===== config.mk =====
export PLATFORM = sky130hd
export DESIGN_NAME = kinase_activity_seq
export DESIGN_NICKNAME = d
export VERILOG_FILES = /design/src/rtl/kinase_activity_seq.sv
export SDC_FILE = /design/constraint.sdc
export NUM_CORES = 1
export LEC_CHECK = 0
export ABC_AREA = 1
export ABC_CLOCK_PERIOD_IN_PS = 4500
export BUFFER_PORTS_ARGS = -buffer_cell sky130_fd_sc_hd__buf_2
export CORE_ASPECT_RATIO = 1.75
export CORE_MARGIN = 3
export CORE_UTILIZATION = 45
export DETAILED_ROUTE_END_ITERATION = 12
export GPL_TIMING_DRIVEN = 0
export PLACE_DENSITY = 0.71
export SYNTH_ARGS = -nofsm -noshare
export SYNTH_HDL_FRONTEND = slang
export SYNTH_SLANG_ARGS = --single-unit

===== constraint.sdc =====
create_clock -name clk -period 4.5 [get_ports clk]
set_clock_uncertainty 0.05 [all_clocks]
set_input_delay 0.9 -clock clk [delete_from_list [all_inputs] [get_ports clk]]
set_output_delay 0.9 -clock clk [all_outputs]
set_load 0.005 [all_outputs]

===== src/rtl/kinase_activity_seq.sv =====
// Valve/pump sequencer for one kinase_activity chain: LOAD, CIRC, ELUTE separated by all-closed settles.
// Valve/pump lines are registered one clock behind the state; cmd_ready is high only in IDLE, busy commands are dropped.
module kinase_activity_seq #(
    parameter int CNT_W         = 16,
    parameter int PHASE_CYCLES  = 4,
    parameter int SETTLE_CYCLES = 8
) (
    input  logic             clk,
    input  logic             rst,
    input  logic             cmd_valid,
    output logic             cmd_ready,
    input  logic [1:0]       cmd_in_sel,
    input  logic [1:0]       cmd_out_sel,
    input  logic [CNT_W-1:0] cmd_load_len,
    input  logic [CNT_W-1:0] cmd_circ_len,
    input  logic [CNT_W-1:0] cmd_elute_len,
    input  logic             abort,
    output logic             busy,
    output logic             done,
    output logic             err,
    output logic [2:0]       state,
    output logic [12:0]      ctrl_a,
    output logic [3:0]       ctrl_s,
    output logic [2:0]       pump_a,
    output logic [1:0]       pump_b
);

    localparam int CYC_MAX = (PHASE_CYCLES > SETTLE_CYCLES) ? PHASE_CYCLES : SETTLE_CYCLES;
    localparam int CYC_W   = $clog2(CYC_MAX + 1);

    typedef enum logic [2:0] {
        ST_IDLE  = 3'd0,
        ST_LOAD  = 3'd1,
        ST_S1    = 3'd2,
        ST_CIRC  = 3'd3,
        ST_S2    = 3'd4,
        ST_ELUTE = 3'd5,
        ST_S3    = 3'd6
    } state_t;

    state_t           st;
    state_t           st_nxt;
    logic [1:0]       in_sel_q;
    logic [1:0]       out_sel_q;
    logic [CNT_W-1:0] load_len_q;
    logic [CNT_W-1:0] circ_len_q;
    logic [CNT_W-1:0] elute_len_q;
    logic [CYC_W-1:0] cyc_cnt;
    logic [CNT_W-1:0] step_cnt;
    logic [2:0]       pidx;

    logic             accept;
    logic             phase_tick;
    logic             settle_end;
    logic             load_end;
    logic             circ_end;
    logic             elute_end;

    logic [12:0]      ctrl_a_nxt;
    logic [3:0]       ctrl_s_nxt;
    logic [2:0]       pump_a_nxt;
    logic [1:0]       pump_b_nxt;

    assign cmd_ready = (st == ST_IDLE) & ~rst;
    assign busy      = (st != ST_IDLE);
    assign state     = st;
    assign accept    = cmd_valid & cmd_ready;

    assign phase_tick = (cyc_cnt == CYC_W'(PHASE_CYCLES - 1));
    assign settle_end = (cyc_cnt == CYC_W'(SETTLE_CYCLES - 1));
    assign load_end   = phase_tick && (step_cnt == load_len_q - CNT_W'(1));
    assign circ_end   = phase_tick && (step_cnt == circ_len_q - CNT_W'(1));
    assign elute_end  = (step_cnt == elute_len_q - CNT_W'(1));

    // Zero-length phases are skipped at the decision point, so their preceding settle still runs.
    always_comb begin
        st_nxt = st;
        case (st)
            ST_IDLE: begin
                if (accept && cmd_in_sel != 2'd3)
                    st_nxt = (cmd_load_len != '0) ? ST_LOAD : ST_S1;
            end
            ST_LOAD:  if (load_end)   st_nxt = ST_S1;
            ST_S1:    if (settle_end) st_nxt = (circ_len_q != '0) ? ST_CIRC : ST_S2;
            ST_CIRC:  if (circ_end)   st_nxt = ST_S2;
            ST_S2:    if (settle_end) st_nxt = (elute_len_q != '0) ? ST_ELUTE : ST_S3;
            ST_ELUTE: if (elute_end)  st_nxt = ST_S3;
            ST_S3:    if (settle_end) st_nxt = ST_IDLE;
            default:                  st_nxt = ST_IDLE;
        endcase
        if (abort && st != ST_IDLE && st != ST_S3)
            st_nxt = ST_S3;
    end

    // Air bit 1 closes a line; everything not opened by the current phase stays closed.
    always_comb begin
        ctrl_a_nxt = '1;
        ctrl_s_nxt = '1;
        pump_a_nxt = '1;
        pump_b_nxt = '1;
        case (st)
            ST_LOAD: begin
                ctrl_a_nxt[4'd1 + {2'b00, in_sel_q}] = 1'b0;
                ctrl_a_nxt[4]  = 1'b0;
                ctrl_a_nxt[6]  = 1'b0;
                ctrl_s_nxt[1]  = 1'b0;
                pump_b_nxt     = step_cnt[0] ? 2'b01 : 2'b10;
            end
            ST_CIRC: begin
                ctrl_a_nxt[5]  = 1'b0;
                ctrl_a_nxt[7]  = 1'b0;
                ctrl_a_nxt[9]  = 1'b0;
                case (pidx)
                    3'd0:    pump_a_nxt = 3'b101;
                    3'd1:    pump_a_nxt = 3'b100;
                    3'd2:    pump_a_nxt = 3'b110;
                    3'd3:    pump_a_nxt = 3'b010;
                    3'd4:    pump_a_nxt = 3'b011;
                    default: pump_a_nxt = 3'b001;
                endcase
            end
            ST_ELUTE: begin
                ctrl_a_nxt[10] = 1'b0;
                case (out_sel_q)
                    2'd0:    ctrl_a_nxt[12] = 1'b0;
                    2'd1:    ctrl_a_nxt[8]  = 1'b0;
                    2'd2:    ctrl_a_nxt[11] = 1'b0;
                    default: ctrl_a_nxt[0]  = 1'b0;
                endcase
                ctrl_s_nxt[3]  = 1'b0;
                ctrl_s_nxt[0]  = 1'b0;
            end
            default: ;
        endcase
    end

    always_ff @(posedge clk) begin
        if (rst) begin
            st          <= ST_IDLE;
            in_sel_q    <= '0;
            out_sel_q   <= '0;
            load_len_q  <= '0;
            circ_len_q  <= '0;
            elute_len_q <= '0;
            cyc_cnt     <= '0;
            step_cnt    <= '0;
            pidx        <= '0;
            done        <= 1'b0;
            err         <= 1'b0;
            ctrl_a      <= 13'h1FFF;
            ctrl_s      <= 4'hF;
            pump_a      <= 3'b111;
            pump_b      <= 2'b11;
        end else begin
            st     <= st_nxt;
            done   <= (st == ST_S3) && settle_end;
            err    <= accept && (cmd_in_sel == 2'd3);
            ctrl_a <= ctrl_a_nxt;
            ctrl_s <= ctrl_s_nxt;
            pump_a <= pump_a_nxt;
            pump_b <= pump_b_nxt;

            if (accept) begin
                in_sel_q    <= cmd_in_sel;
                out_sel_q   <= cmd_out_sel;
                load_len_q  <= cmd_load_len;
                circ_len_q  <= cmd_circ_len;
                elute_len_q <= cmd_elute_len;
            end

            // Every state change restarts the cycle, step and pump-phase counters.
            if (st_nxt != st) begin
                cyc_cnt  <= '0;
                step_cnt <= '0;
                pidx     <= '0;
            end else begin
                case (st)
                    ST_LOAD, ST_CIRC: begin
                        if (phase_tick) begin
                            cyc_cnt  <= '0;
                            step_cnt <= step_cnt + CNT_W'(1);
                            pidx     <= (pidx == 3'd5) ? 3'd0 : pidx + 3'd1;
                        end else begin
                            cyc_cnt  <= cyc_cnt + CYC_W'(1);
                        end
                    end
                    ST_ELUTE:            step_cnt <= step_cnt + CNT_W'(1);
                    ST_S1, ST_S2, ST_S3: cyc_cnt  <= cyc_cnt + CYC_W'(1);
                    default: ;
                endcase
            end
        end
    end

endmodule


==> results of run 1 <==
==> report_power, final <==
part / switching (µW) / leakage, µW / total (µW) / internal [µW]
clock network: 394 / 0.000144 / 788 / 394
logic: 1110 / 0.00233 / 1700 / 588
registers: 115 / 0.000792 / 1090 / 974
total: 1620 / 0.00326 / 3570 / 1960
==> synth_stat cells, types with 9 or more instances <==
cell type  count  area, µm²
o21ai_0       57        285
nor3_2        24        240
inv_1        118        443
a21oi_1       45        225
nand2_2       10       62.6
nand3b_1      11       82.6
nand2_1      229        860
ha_1           9        113
dfxtp_1       97       1940
xnor2_1       12        105
xor2_1        36        315
nor2_1        92        345
buf_2          9       45.0
nand4_1        9       56.3
nand3_1       80        400
nor2_2        12       75.1
clkbuf_1      17       63.8
==> worst register-to-register path, cell delays in order, from the launching register on <==
cell and delay, ns:
dfxtp_1 0.33, inv_2 0.10, ha_1 0.20, nand3_1 0.16
nor2_1 0.22, nand2_1 0.16, nand2_1 0.09, nand2_1 0.05
nand2_1 0.05, inv_1 0.03, nand2_1 0.05, nor2_1 0.06
nand3_1 0.10, nand2_1 0.06, nor2_1 0.19, nand3_1 0.13
nand2_1 0.09, nand3_2 0.15, buf_6 0.20, nor3_2 0.10
==> stage by stage <==
stage / std cells / hold WS (ns) / power [µW] / worst slack, ns / cell area (µm²)
CTS: 1195 / 0.358 / 3580 / 1.81 / 7070
finish: 1195 / 0.356 / 3570 / 1.81 / 7070
global route: 1195 / 0.370 / 3850 / 1.62 / 7070
floorplan: 926 / 0.331 / 2400 / 2.10 / 6150
global placement: 1179 / 0.336 / 2760 / 1.47 / 6770
detailed placement: 1179 / 0.342 / 2790 / 1.46 / 6770
==> routing by layer <==
metal	GRT usage [%]	vias to the layer above	wire (µm)	part of all wire, %
li1	-	3111	-	-
met1	26.0	2745	6890	39
met2	42.0	198	8880	50
met3	3.47	59	880	5.0
met4	13.7	0	1030	5.8
met5	0	-	0	0
==> registers in the layout, summed over array words and instances, names as in the netlist, 3 cells and up <==
name / count
circ_len_q: 16
ctrl_a: 10
cyc_cnt: 4
elute_len_q: 16
load_len_q: 16
pidx: 3
pump_a: 3
state: 3
step_cnt: 16
==> worst max-delay path by stage <==
stage / endpoint / cells past startpoint / from
2_1_floorplan: step_cnt[1]$_SDFFE_PP0P_ / 14 / rst
3_3_place_gp: circ_len_q[5]$_SDFFE_PP0P_ / 7 / rst
3_5_place_dp: circ_len_q[5]$_SDFFE_PP0P_ / 7 / rst
4_1_cts: circ_len_q[5]$_SDFFE_PP0P_ / 7 / rst
5_1_grt: step_cnt[9]$_SDFFE_PP0P_ / 19 / elute_len_q[0]$_SDFFE_PP0P_
6_report: circ_len_q[5]$_SDFFE_PP0P_ / 7 / rst
==> cells by family after synthesis <==
family,synth area share (%)
mux,0.326
buf+inv,11.1
flops,31.6
compound gates,8.96
xor+xnor,7.21
simple gates,38.9
other cells,0.0610
fa+ha+maj,1.83
==> final cells by class <==
type / instances / area (µm²)
buffer: 36 / 206
clock buffer: 9 / 225
clock inverter: 7 / 70.1
fill: 1347 / 6080
inverter: 127 / 477
multi-input combinational: 666 / 3520
sequential: 97 / 1940
tap: 171 / 214
timing repair buffer: 82 / 410
==> flow_summary.toml, run 1 <==
[drt]
drt_pass1_iterations = 5
first_iter_violations = 317
route.detailed.drc = 0
ant_nets = 0
drt_wl_total_um = 17700
routed_via_density = 5.12
wl_per_cell_um = 14.8
num_vias = 6113

[synthesis]
synth_flop_cell = "dfxtp_1"
syn_area_mm2 = 0.00615
ys_ff_latch = 97
yosysSeqAreaShare_pct = 31.6
async_reset_ff_share_pct = 0
syn_inst = 926
syn-num-nets = 991
synth_enable_flop_cells = 0
synth-warning-count = 0
syn_area_per_cell_um2 = 6.64
synth_cell_type_count = 40

[run]
drv_cap = 0

[setup_path]
r2r_end = "step_cnt[3]$_SDFFE_PP0P_"
reg2reg_slack_ns = 1.87
crit_required_ns = 4.75
crit_fanout = 10
crit_top_cell = "clkbuf_1"
crit_arrival_ns = 2.93
slowest_delay_ns = 0.61
path_cells = "clkbuf_1, nor2_2, nand2_2, clkbuf_1, clkbuf_1, nand3_1, nand2_1"
cp-end-kind = "flip-flop"
reg2regPathDepth = 19
r2r_start = "elute_len_q[0]$_SDFFE_PP0P_"
cp-start-kind = "input pin"
cp_top_family = "buffers and inverters"
critPathKind = "input pin to flip-flop"
crit_slowest_cell = "clkbuf_1"
critPathBufInv = 3

[timing]
finalSetupTns_ns = 0
slew_headroom_pct = 51.3
setup_viol = 0
fmax_mhz = 372
fin_crit_sh_pct = 59.7
worst_slew_pin_slew_ns = 0.731
rsz0062_at_grt = "no"
finalHoldViolations = 0
slew_violations = 0
min_period_ns = 2.69

[layout]
drive_above_1_share_pct = 18.4
syn2layout_area_growth_pct = 15.0
fin_nets = 1084
post-route-util_pct = 53.8
mostFrequentLayoutCells = "nand2_1 (229), inv_1 (118), dfxtp_1 (97), nor2_1 (92), buf_2 (91)"
layout_commonest_cell = "nand2_1"
antenna_cells = 0

[floorplan]
die_w_um = 94.4
die_height_um = 161
start_util_pct = 46.8
dieArea_mm2 = 0.0152
core_area_mm2 = 0.0131
top_level_ports = 85
row_count = 55

[clock_network]
cts_resized = 0
clkLatencyLatePin_ns = 0.36
clock_path_buffers = 2
cts_root_buf = "clkbuf_16"
cts_buffers = 9
cts_setup_buffers = 0
cts_sinks = 97
cts_htree_levels = 3
holdBufCountCts = 0
clk_pin_slew_ns = 0.07
cts_tree = "built"

[placement]
hpwl_um = 14000
finalWeightedCongestion = 0.960
portBuffers = 82

[hold_path]
min_to = "ctrl_a[11]$_SDFF_PP1_"
worstHoldStart = "out_sel_q[1]$_SDFFE_PP0P_"
hp-class = "flip-flop to flip-flop"
holdPathStages = 1

[grt]
grt_max_degree = 20
grt.total_usage_pct = 23.6
grt_pass1_vias = 5687
grt_pass1_wl_um = 27700
grt_remaining_overflow = 0
antenna_found_initial = 0

[power_and_ir_drop]
leakage_uw = 0.00326
ir_worst_vdd_v = 0.000255
p_per_area_mw_per_mm2 = 506

[run_status]
outcome = "finished clean"
No activity file was read; power rests on OpenSTA's default activity.
==> inputs of run 2 (changes only) <==
--- a/config.mk
+++ b/config.mk
@@ -6,7 +6,7 @@
 export NUM_CORES = 1
 export LEC_CHECK = 0
 export ABC_AREA = 1
-export ABC_CLOCK_PERIOD_IN_PS = 4500
+export ABC_CLOCK_PERIOD_IN_PS = 2500
 export BUFFER_PORTS_ARGS = -buffer_cell sky130_fd_sc_hd__buf_2
 export CORE_ASPECT_RATIO = 1.75
 export CORE_MARGIN = 3
==> constraint.sdc (replaced) <==
create_clock -name clk -period 2.5 [get_ports clk]
set_clock_uncertainty 0.05 [all_clocks]
set_input_delay 0.5 -clock clk [delete_from_list [all_inputs] [get_ports clk]]
set_output_delay 0.5 -clock clk [all_outputs]
set_load 0.005 [all_outputs]
==> run 2 against run 1 <==
Compared with the run above: the run now ends with negative setup slack left; cell count up 1.4%; routed wire length up 8.2%; worst hold slack worse by 0.068 ns; sequential power up 82%; sequential cell count unchanged; via count up 3.8%; first-iteration DRC count up 32%; sequential share of layout area down 2.2 points; critical path depth up 7; non-clock buffer count up 17; global-route usage up 0.067 points; largest cell class unchanged.
==> flow_summary.toml, run 2 (synthesized netlist as in run 1, its figures left out) <==
[run_status]
outcome = "finished with violations"
violations = "negative setup slack"

[timing]
rsz0062_at_grt = "yes"
slew_headroom_pct = 55.6
slew_violations = 0
fin_crit_sh_pct = 105
finalHoldViolations = 0
whs_ns = 0.287
setup_viol = 22
worst_slew_pin_slew_ns = 0.666
min_period_ns = 2.61
setup_ws_ns = -0.114
finalSetupTns_ns = -1.61
fmax_mhz = 383

[drt]
wl_met3_um = 1010
drt_wl_total_um = 19100
first_iter_violations = 417
top_layer = "met4"
route.detailed.drc = 0
dr_wl_met2_um = 9680
wl_met1_um = 7190
num_vias = 6344
drt_pass1_iterations = 5
ant_nets = 0
routed_via_density = 5.23
wl_per_cell_um = 15.8

[placement]
portBuffers = 82
hpwl_um = 14000
postPlaceCellArea_mm2 = 0.00677
finalWeightedCongestion = 0.960

[floorplan]
dieArea_mm2 = 0.0152
top_level_ports = 85
die_height_um = 161
row_count = 55
die_w_um = 94.4
start_util_pct = 46.8
core_area_mm2 = 0.0131

[setup_path]
critPathKind = "flip-flop to flip-flop"
crit_top_cell = "nand3_4"
crit_required_ns = 2.73
critPathBufInv = 3
cp-start-kind = "flip-flop"
cp-end-kind = "flip-flop"
slowest_delay_ns = 0.34
path_cells = "inv_4, ha_4, nand3_4, nor2_4, buf_8, nand3_4, nor3_1, nand4_1, nand3_1, nor3b_1, nor2_1, nand3_4, clkbuf_16, nor3_2"
cp_top_family = "simple AND/OR/NAND/NOR gates"
crit_fanout = 6
crit_arrival_ns = 2.84
crit_slowest_cell = "dfxtp_2"

[power_and_ir_drop]
leakage_uw = 0.00350
ir_worst_vdd_v = 0.000487
p_per_area_mw_per_mm2 = 968

[clock_network]
clkLatencyLatePin_ns = 0.36
cts_root_buf = "clkbuf_16"
clock_path_buffers = 2
cts_tree = "built"
clk_pin_slew_ns = 0.08
cts_htree_levels = 3
cts_sinks = 97
cts_buffers = 9

[grt]
grt_remaining_overflow = 0
grt_pass1_wl_um = 27800
antenna_found_initial = 0
grt.total_usage_pct = 23.7
grt_max_degree = 20
grt_pass1_vias = 5701

[layout]
fin_nets = 1101
antenna_cells = 0
layout_commonest_cell = "nand2_1"
finalInstanceArea_mm2 = 0.00774
n_fill_cell = 1225
drive_above_1_share_pct = 26.7
syn2layout_area_growth_pct = 25.9
mostFrequentLayoutCells = "nand2_1 (216), inv_1 (112), dfxtp_1 (91), buf_2 (90), nor2_1 (74)"

[hold_path]
hp-class = "input pin to flip-flop"

[run]
drv_cap = 0
==> run 2: area by class of cell <==
| class | count | area [µm²] | share of cell area [%] |
|---|---|---|---|
| inverter | 127 | 482 | 6.22 |
| clock inverter | 7 | 70.1 | 0.905 |
| timing repair buffer | 100 | 656 | 8.47 |
| multi-input combinational | 666 | 3890 | 50.3 |
| tap | 171 | 214 | 2.76 |
| sequential | 97 | 1950 | 25.3 |
| buffer | 35 | 243 | 3.14 |
| clock buffer | 9 | 225 | 2.91 |
==> run 2: repair_timing <==
item | in CTS | in global routing
gates cloned | 0 | 5
setup endpoints to repair | 20 | 35
resized for setup | 9 | 111
pin swaps | 2 | 29
buffers inserted | 2 | 11
hold buffers | 0 | 0
==> run 2: worst register-to-register path: stages (launching register included) <==
cell       delay, ns
dfxtp_2         0.34
inv_4           0.08
ha_4            0.15
nand3_4         0.08
nor2_4          0.19
buf_8           0.16
nand3_4         0.08
nor3_1          0.14
nand4_1         0.20
nand3_1         0.17
nor3b_1         0.06
nor2_1          0.22
nand3_4         0.23
clkbuf_16       0.23
nor3_2          0.16
==> run 2: worst paths after layout <==
path,start,end,slack [ns],depth (start not counted)
max,circ_len_q[0]$_SDFFE_PP0P_,cyc_cnt[0]$_SDFFE_PP0P_,-0.11,14
min,cmd_circ_len[13],circ_len_q[13]$_SDFFE_PP0P_,0.29,3
max reg2reg,circ_len_q[0]$_SDFFE_PP0P_,cyc_cnt[0]$_SDFFE_PP0P_,-0.11,14
min reg2reg,out_sel_q[1]$_SDFFE_PP0P_,ctrl_a[11]$_SDFF_PP1_,0.36,1
==> run 2: per-layer routing <==
metal	vias up	track usage, %
met3	75	3.47
met1	2914	26.1
met2	210	42.1
met5	-	0
met4	0	13.7
li1	3145	-
==> run 2: per-stage QoR <==
stage / util (%) / power (µW) / instances / worst slack (ns)
2_1_floorplan: - / 4320 / 926 / 0.322
3_3_place_gp: 51.5 / 4970 / 1179 / -0.128
3_5_place_dp: 51.5 / 5020 / 1179 / -0.141
4_1_cts: 54.1 / 6550 / 1197 / 0.00241
5_1_grt: 58.9 / 7970 / 1212 / -0.205
6_report: 58.9 / 7490 / 1212 / -0.114
==> run 2: report_power, final <==
group	internal (µW)	switching [µW]	total, µW	leakage (µW)
sequential	1760	224	1980	0.000795
combinational	1640	2440	4080	0.00256
clock	710	716	1430	0.000144
==> inputs of run 3 (changes only) <==
--- a/config.mk
+++ b/config.mk
@@ -10,10 +10,10 @@
 export BUFFER_PORTS_ARGS = -buffer_cell sky130_fd_sc_hd__buf_2
 export CORE_ASPECT_RATIO = 1.75
 export CORE_MARGIN = 3
-export CORE_UTILIZATION = 45
+export CORE_UTILIZATION = 31
 export DETAILED_ROUTE_END_ITERATION = 12
 export GPL_TIMING_DRIVEN = 0
-export PLACE_DENSITY = 0.71
+export PLACE_DENSITY = 0.54
 export SYNTH_ARGS = -nofsm -noshare
 export SYNTH_HDL_FRONTEND = slang
 export SYNTH_SLANG_ARGS = --single-unit
==> run 3 against run 2 <==
Compared with the run above: the run now ends clean; combinational power fell by 5.1%; power shrank 1.2%; maximum frequency is 5.1% higher; cell count is 5.8% higher; largest cell class unchanged; routed wire length increased by 4.3%; critical path depth up 3.
==> flow_summary.toml, run 3 (synthesized netlist as in run 1, its figures left out) <==
[drt]
drt_wl_total_um = 19900
wl_per_cell_um = 15.6
first_iter_violations = 271
drt_pass1_iterations = 5
num_vias = 6092
routed_via_density = 4.75
ant_nets = 0
route.detailed.drc = 0

[timing]
slew_headroom_pct = 55.6
fin_crit_sh_pct = 99.5
setup_viol = 0
finalSetupTns_ns = 0
slew_violations = 0
fmax_mhz = 402
finalHoldViolations = 0
min_period_ns = 2.49
worst_slew_pin_slew_ns = 0.667
rsz0062_at_grt = "yes"

[setup_path]
critPathKind = "flip-flop to flip-flop"
crit_arrival_ns = 2.73
cp-end-kind = "flip-flop"
crit_required_ns = 2.74
cp-start-kind = "flip-flop"
crit_fanout = 5

[grt]
grt_remaining_overflow = 0
antenna_found_initial = 0
grt_pass1_vias = 5815
grt.total_usage_pct = 18.6
grt_pass1_wl_um = 30900
grt_max_degree = 18

[clock_network]
cts_buffers = 9
cts_sinks = 97
cts_htree_levels = 3
clkLatencyLatePin_ns = 0.36
clk_pin_slew_ns = 0.08
clock_path_buffers = 2
holdBufCountCts = 0
cts_tree = "built"
cts_root_buf = "clkbuf_16"

[run_status]
outcome = "finished clean"

[placement]
dp_cells = 1249
hpwl_um = 15800
portBuffers = 82
finalWeightedCongestion = 0.895

[power_and_ir_drop]
ir_worst_vdd_v = 0.000380
p_per_area_mw_per_mm2 = 967
leakage_uw = 0.00344

[layout]
mostFrequentLayoutCells = "nand2_1 (222), inv_1 (114), dfxtp_1 (92), buf_2 (89), nor2_1 (79)"
layout_commonest_cell = "nand2_1"
instances_no_fill = 1282
drive_above_1_share_pct = 23.8
antenna_cells = 0
syn2layout_area_growth_pct = 24.5
fin_nets = 1101

[floorplan]
core_area_mm2 = 0.0193
dieArea_mm2 = 0.0216
die_height_um = 192
start_util_pct = 31.9
row_count = 67
top_level_ports = 85
die_w_um = 112

[hold_path]
hp-class = "input pin to flip-flop"

[run]
drv_cap = 0
-- run 3: report_power, final --
| part | leakage [µW] | switching (µW) | internal [µW] |
|---|---|---|---|
| clock | 0.000162 | 671 | 890 |
| combinational | 0.00249 | 2290 | 1580 |
| sequential | 0.000794 | 215 | 1760 |
| total | 0.00344 | 3180 | 4220 |
-- run 3: cell type report --
class,count,area [µm²]
fill,2102,11600
multi-input combinational,667,3760
sequential,97,1950
timing repair buffer,100,626
inverter,127,480
tap,241,302
clock buffer,9,225
buffer,34,211
clock inverter,7,103
-- run 3: path summary, 6_finish.rpt --
kind / start / end / slack (ns) / depth (start not counted)
setup / recovery: circ_len_q[0]$_SDFFE_PP0P_ / step_cnt[5]$_SDFFE_PP0P_ / 0.01 / 17
hold / removal: cmd_elute_len[13] / elute_len_q[13]$_SDFFE_PP0P_ / 0.28 / 3
setup reg to reg: circ_len_q[0]$_SDFFE_PP0P_ / step_cnt[5]$_SDFFE_PP0P_ / 0.01 / 17
hold reg to reg: out_sel_q[1]$_SDFFE_PP0P_ / ctrl_a[11]$_SDFF_PP1_ / 0.36 / 1
-- run 3: through the flow --
step	hold WS [ns]	utilization [%]	power (µW)	instance area (µm²)	setup slack [ns]
detailed placement	0.342	35.6	5090	6860	-0.193
CTS	0.280	38.9	7260	7490	-0.0123
finish	0.279	39.7	7410	7650	0.0128
global placement	0.338	35.6	5070	6860	-0.178
floorplan	0.331	-	4320	6150	0.322
global route	0.296	39.7	7970	7650	-0.155
-- run 3: critical path, cell delays in order, from the launching register on --
cell	delay [ns]
dfxtp_2	0.33
inv_2	0.07
ha_4	0.15
nand3_4	0.08
nor2_4	0.17
buf_8	0.15
nand3_4	0.10
o21ai_4	0.16
a21oi_1	0.08
nor2_1	0.14
nand2_1	0.10
nor2_4	0.15
nand3_4	0.09
nand2_4	0.08
nand3_4	0.09
buf_12	0.15
buf_8	0.12
nor3_4	0.13
-- run 3: metal layers --
| metal | track usage (%) | share of wire [%] | vias to the layer above |
|---|---|---|---|
| met1 | 20.3 | 38 | 2758 |
| met3 | 2.23 | 4.0 | 39 |
| met5 | 0 | 0 | - |
| met4 | 8.93 | 4.5 | 0 |
| met2 | 35.3 | 54 | 151 |
| li1 | - | - | 3144 |
-- run 3: what timing repair did --
item | 4_1_cts | 5_1_grt
buffers inserted | 11 | 5
pin swaps | 10 | 17
gates cloned | 3 | 1
endpoints found under the setup margin | 20 | 53
resized for setup | 30 | 50
